==> src/rtl/ysyx_22050039_ifu.sv <==
// Instruction fetch unit: owns the PC, one fetch outstanding, hands {inst, inst_pc} to the IDU.
// Optional: define YSYX_22050039_IFU_MISALIGN_EN for the inst_fault port and misaligned-PC trap.
module ysyx_22050039_ifu #(
  parameter int              XLEN     = 64,
  parameter int              INST_LEN = 32,
  parameter logic [XLEN-1:0] RESET_PC = 64'h8000_0000
) (
  input  logic                clk,
  input  logic                rst,
  output logic                req_valid,
  input  logic                req_ready,
  output logic [XLEN-1:0]     req_addr,
  input  logic                rsp_valid,
  input  logic [XLEN-1:0]     rsp_data,
  output logic                inst_valid,
  input  logic                inst_ready,
  output logic [INST_LEN-1:0] inst,
  output logic [XLEN-1:0]     inst_pc,
`ifdef YSYX_22050039_IFU_MISALIGN_EN
  output logic                inst_fault,
`endif
  input  logic                redirect_valid,
  input  logic [XLEN-1:0]     redirect_pc
);

  typedef enum logic [1:0] {
    S_IDLE,
    S_REQ,
    S_WAIT,
    S_OUT
  } state_t;

  state_t              r_state;
  state_t              w_state_n;
  logic [XLEN-1:0]     r_pc;
  logic [XLEN-1:0]     w_pc_n;
  logic                r_flush;
  logic                w_flush_n;
  logic [INST_LEN-1:0] r_inst;
  logic [INST_LEN-1:0] w_inst_n;
  logic [XLEN-1:0]     r_inst_pc;
  logic [XLEN-1:0]     w_ipc_n;
  logic                w_ld;
  logic                w_acc;
  logic                w_hs;
`ifdef YSYX_22050039_IFU_MISALIGN_EN
  logic                r_fault;
  logic                w_fault_n;
`endif

  assign req_valid  = (r_state == S_REQ);
  assign req_addr   = {r_pc[XLEN-1:3], 3'b000};
  assign inst_valid = (r_state == S_OUT);
  assign inst       = r_inst;
  assign inst_pc    = r_inst_pc;
`ifdef YSYX_22050039_IFU_MISALIGN_EN
  assign inst_fault = r_fault;
`endif

  assign w_acc = req_valid & req_ready;
  assign w_hs  = inst_valid & inst_ready;

  always_comb begin
    w_state_n = r_state;
    w_pc_n    = r_pc;
    w_flush_n = r_flush;
    w_ld      = 1'b0;
    w_inst_n  = r_inst;
    w_ipc_n   = r_inst_pc;
`ifdef YSYX_22050039_IFU_MISALIGN_EN
    w_fault_n = r_fault;
`endif
    unique case (r_state)
      S_IDLE: begin
        w_state_n = S_REQ;
        if (redirect_valid) w_pc_n = redirect_pc;
      end
      S_REQ: begin
        if (redirect_valid) w_pc_n = redirect_pc;
        if (w_acc) begin
          w_state_n = S_WAIT;
          // beat for the old PC is still coming back
          if (redirect_valid) w_flush_n = 1'b1;
        end
      end
      S_WAIT: begin
        if (rsp_valid) begin
          if (r_flush || redirect_valid) begin
            w_state_n = S_REQ;
            w_flush_n = 1'b0;
            if (redirect_valid) w_pc_n = redirect_pc;
          end else begin
            w_state_n = S_OUT;
            w_ld      = 1'b1;
            w_ipc_n   = r_pc;
            w_inst_n  = r_pc[2] ? rsp_data[2*INST_LEN-1:INST_LEN]
                                : rsp_data[INST_LEN-1:0];
          end
        end else if (redirect_valid) begin
          w_pc_n    = redirect_pc;
          w_flush_n = 1'b1;
        end
      end
      S_OUT: begin
        if (redirect_valid) begin
          w_pc_n    = redirect_pc;
          w_state_n = S_REQ;
        end else if (w_hs) begin
          w_pc_n    = r_pc + XLEN'(4);
          w_state_n = S_REQ;
        end
`ifdef YSYX_22050039_IFU_MISALIGN_EN
        if (redirect_valid || w_hs) w_fault_n = 1'b0;
`endif
      end
      default: w_state_n = S_IDLE;
    endcase
`ifdef YSYX_22050039_IFU_MISALIGN_EN
    // a misaligned PC never reaches the bus; it is reported straight to the IDU
    if (w_state_n == S_REQ && w_pc_n[1:0] != 2'b00) begin
      w_state_n = S_OUT;
      w_fault_n = 1'b1;
      w_ld      = 1'b1;
      w_inst_n  = '0;
      w_ipc_n   = w_pc_n;
    end
`endif
  end

  always_ff @(posedge clk or negedge rst) begin
    if (!rst) begin
      r_state   <= S_IDLE;
      r_pc      <= RESET_PC;
      r_flush   <= 1'b0;
      r_inst    <= '0;
      r_inst_pc <= '0;
`ifdef YSYX_22050039_IFU_MISALIGN_EN
      r_fault   <= 1'b0;
`endif
    end else begin
      r_state <= w_state_n;
      r_pc    <= w_pc_n;
      r_flush <= w_flush_n;
      if (w_ld) begin
        r_inst    <= w_inst_n;
        r_inst_pc <= w_ipc_n;
      end
`ifdef YSYX_22050039_IFU_MISALIGN_EN
      r_fault <= w_fault_n;
`endif
    end
  end

endmodule
==> config.mk <==
export PLATFORM = sky130hd
export DESIGN_NAME = ysyx_22050039_ifu
export DESIGN_NICKNAME = d
export VERILOG_FILES = /design/src/rtl/ysyx_22050039_ifu.sv
export SDC_FILE = /design/constraint.sdc
export NUM_CORES = 1
export LEC_CHECK = 0
export ABC_AREA = 0
export CAP_MARGIN = 20
export CORE_MARGIN = 8
export CORE_UTILIZATION = 30
export DETAILED_ROUTE_END_ITERATION = 10
export DONT_BUFFER_PORTS = 1
export GPL_TIMING_DRIVEN = 0
export PLACE_DENSITY_LB_ADDON = 0.2
export REMOVE_ABC_BUFFERS = 1
export SYNTH_ARGS = -nofsm -noshare
export SYNTH_HDL_FRONTEND = slang
export SYNTH_SLANG_ARGS = --single-unit
==> constraint.sdc <==
create_clock -name clk -period 3.25 [get_ports clk]
set_input_delay 0.65 -clock clk [delete_from_list [all_inputs] [get_ports clk]]
set_output_delay 0.65 -clock clk [all_outputs]
set_load 0.01 [all_outputs]
# Word-level counts from Yosys, hierarchy flattened
# Cells that the tools add are included.
# W data, S select, Z words.
[word_totals]
register_bits = 163
in_bits = 134
out_inout_bits = 162
elab_cells = 45
[op_classes]
add_sub_neg = 1
eq_ne = 7
muxes = 21
bitwise = 3
n_reduce_logical = 8
[ops]
columns = ["cell", "n"]
rows = [
  ["$mux W64", 5],
  ["$pmux W64 S3", 1],
  ["$add A64 B3 Y64 const B", 1],
  ["$mux W32", 1],
  ["$mux W2", 5],
  ["$pmux W2 S4", 1],
  ["$mux W1", 7],
  ["$reduce_and A3 Y1", 2],
  ["$eq A2 B2 Y1 const B", 2],
  ["$reduce_and A4 Y1", 1],
  ["$ne A3 B1 Y1 const B", 1],
  ["$ne A3 B3 Y1 const B", 1],
  ["$and A1 B1 Y1", 2],
  ["$eq A2 B1 Y1 const B", 1],
  ["$logic_not A2 Y1", 1],
  ["$ne A2 B1 Y1 const B", 1],
  ["$ne A2 B2 Y1 const B", 1],
  ["$pmux W1 S2", 1],
  ["$reduce_and A2 Y1", 1],
  ["$reduce_bool A2 Y1", 1],
  ["$reduce_or A2 Y1", 1],
  ["$logic_or A1 B1 Y1", 1],
  ["$not A1 Y1", 1],
]

# Longest topological paths before layout
[logic_depth]
ltp_word = 5
ltp_mapped = 9
depth_no_buf = 7

# Least setup slack after synthesis
# OpenSTA, ideal clock, no wires.
[synth_path]
path_type = "flip-flop to flip-flop"
from = "reg r_pc[31]"
to = "reg r_pc[47]"
setup_time_ns = 0.131
arrival_time_ns = 2.470
t_required_ns = 3.119
slack_ns = 0.649
path_stages_with_launch = 8
path_buffers = 2
period_less_slack_ns = 2.601
cell_sequence = "dfstp_2 -> clkbuf_1 -> nand3_1 -> or4_2 -> or4_1 -> buf_2 -> o211a_1 -> or3_1"
[synth_via]
elab_chain_len = 4
[synth_rtl]
columns = ["element", "line_no", "rtl"]
rows = [
  ["start, declared", "35", "logic [XLEN-1:0] r_pc;"],
  ["start signal, assigned", "142", "r_pc <= w_pc_n;"],
  ["$add A64 B3 Y64", "109", "w_pc_n = r_pc + XLEN'(4);"],
  ["$mux W64", "108", "end else if (w_hs) begin"],
  ["$mux W64", "105", "if (redirect_valid) begin"],
  ["$pmux W64 S3", "73", "unique case (r_state)"],
]
# No other way between the ends. The select of a mux whose other input is x is not followed.
# A chain may end at the register's enable or synchronous reset.

# Final worst setup path
[layout_path]
from = "reg r_pc[12]"
to = "reg r_pc[47]"
# The elaborated chain is that of the path after synthesis.

==> flow_summary.toml <==
[clock_network]
clock_sinks = 163
cts_max_level = 4
cts.clk_slew.worst_paths_ps = 80
clock-root-buffer = "clkbuf_16"
cts-buffers-inserted = 17
cts_max_path_buffers = 2
clk_latency_ps = 440
cts_tree = "done"

[sta]
finalSetupTns_ps = 0
timing.final.crit_share_pct = 96.5
drv_slew = 0
period_needed_ps = 3140
hold_viol_final = 162
max_freq_mhz = 319
fin_worst_skew_ps = 16.0
worstMarginPinSlew_ps = 967
rsz0062_at_grt = "false"
hold_ws_ps = -93.2
relSlewSlack_pct = 35.0
setup_viol = 0

[synth]
yosys.area.top_type = "dfrtp_1"
synth_commonest_cells = "162 x dfrtp_1, 77 x a21oi_1, 73 x nor2_1, 66 x mux2_2, 65 x buf_4"
synth_most_common_cell = "dfrtp_1"
syn_area_per_cell_sq_um = 9.72
syn_area_sq_um = 8810
synthArstFlopShare_pct = 100
synth_edf_count = 0
ys_warn_count = 0
synth_cell_types = 62
synth_area_leaders = "dfrtp_1 46%, mux2_2 8.4%, buf_4 5.5%, a21oi_1 4.4%, mux2i_1 3.9%"
ys_seq_area_share_pct = 46.3
synth_flop_cell = "dfrtp_1"
synthCells = 906
synth_top_area_share_pct = 46.0
synth-seq-cells = 163

[placement]
portBuffers = 0
dp_hpwl_mm = 21.3
place.gp.congestion = 0.776

[global_routing]
grt_usage_pct = 16.6
grt_pass1_wl_mm = 45.4
grt_max_degree = 164
antenna_found_initial = 0
grt_pass1_vias = 6830
grt_overflow = 0

[critical_path]
critical_path_class = "reg -> reg"
worstPathRequired_ps = 3560
worstPathMaxFanout = 10
arrival_ps = 3450
start_kind = "flip-flop"
endpoint_kind = "flip-flop"

[die]
rows = 62
die_width_um = 187
start_util_pct = 30.6
dieArea_sq_um = 35100
core_sq_um = 28800
die_y_um = 187
ios = 296

[final_layout]
insertedDiodeCount = 0
nets = 953
syn_to_final_growth_pct = 7.34
drive_above_1_share_pct = 15.2
fin_util_pct = 32.9

[min_path]
hold_class = "in -> async"

[route]
via_count = 6788
drc = 0
drt_pre_antenna_iters = 5
vias_per_cell = 5.61
wire_per_inst_um = 24.5
ant_nets = 0
first_iter_violations = 526
wl_mm = 29.6

[status]
status = "finished, violations left"
violations = "hold timing"

[power]
ir_drop_mv = 0.371
total_leakage_power_nw = 3.79
p_per_area_nw_per_um2 = 749

[flow_run]
max-cap-violations = 0
## power by group
group / leakage, nW / switching [mW] / internal, mW
clock: 0.302 / 0.904 / 1.26
sequential: 2.06 / 1.03 / 2.65
combinational: 1.43 / 0.631 / 0.612
total: 3.79 / 2.57 / 4.52
## routing by layer
layer  part of all wire (%)  vias to the layer above  track usage (%)
li1                       -                     3118                -
met2                     47                      253             26.2
met3                    9.3                       22             5.82
met1                     42                     3395             21.3
met5                      0                        -                0
met4                    1.2                        0             4.15
## timing repair
action,4_1_cts,5_1_grt
resized for setup,1,0
buffers inserted,0,0
endpoints found under the hold margin,162,162
setup endpoints to repair,3,0
## metrics by stage
stage                     cells  hold WS (ps)  instance area [sq um]  setup slack [ps]  total power [mW]
final                      1211         -93.2                   9460               112              7.09
after global routing       1211          -123                   9460              5.86              7.54
after CTS                  1211          -121                   9460               102              7.23
after detailed placement   1179           360                   8830             -16.9              5.00
after global placement     1168           361                   8580             -5540              4.96
after floorplan             784           354                   8100             -2960              4.42
## layout by cell type (no fill, tap or decap), types with 4 or more instances in the layout
cell type,instances
nand2_1,52
nand3_1,45
a22oi_1,7
o22a_1,4
nor3_1,28
o311ai_0,6
o211ai_1,6
clkinv_4,5
a21oi_1,77
ha_1,5
and4_1,10
nor4_1,13
a211oi_1,4
or3_1,9
mux2i_1,34
a31oi_1,6
a311oi_1,5
inv_1,8
dfrtp_1,161
o22ai_1,17
nand4_1,36
mux2_2,66
buf_12,6
o21ai_0,31
a32oi_1,4
clkbuf_16,17
and3_1,7
or4_1,11
nor2_1,72
## path summary, 6_finish.rpt
path	cells past startpoint	start	end	slack [ps]
worst max-delay path	5	r_pc[12]	r_pc[47]	110
worst min-delay path	0	rst	inst_pc[9]	-90
worst max register to register	5	r_pc[12]	r_pc[47]	110
worst min register to register	1	r_pc[0]	inst_pc[0]	500
max in group asynchronous	0	rst	r_pc[31]	3080
min in group clk	1	rsp_valid	r_flush	330
## worst max-delay path: stages, from the launching register on
cell	delay, ps
dfrtp_1	610
nand4_2	240
or4_1	750
or4_1	770
o211a_1	280
or3_1	350
## area by class of cell
class | count | area [sq um]
well taps | 384 | 480
flip-flops and latches | 163 | 4080
repair buffers | 11 | 198
clock buffers | 21 | 460
fillers | 2946 | 19300
multi-input cells | 612 | 4050
clock inverters | 11 | 153
inverters | 9 | 33.8
## sequential cells by signal, indices dropped and copies added, names as in the netlist
name	cells
inst	32
inst_pc	64
r_flush	1
r_pc	64
r_state	2
## kinds of logic after synthesis
group	after synthesis	share of synthesized area [%]
AO/OA/AOI/OAI	196	14.1
XOR/XNOR	2	0.199
adder cells (fa/ha/maj)	5	0.710
buffers and inverters	133	8.48
flip-flops	163	46.3
multiplexers	100	12.3
other	1	0.0426
AND/OR/NAND/NOR	306	17.9
Note: power is estimated with default switching activity, not from simulation.
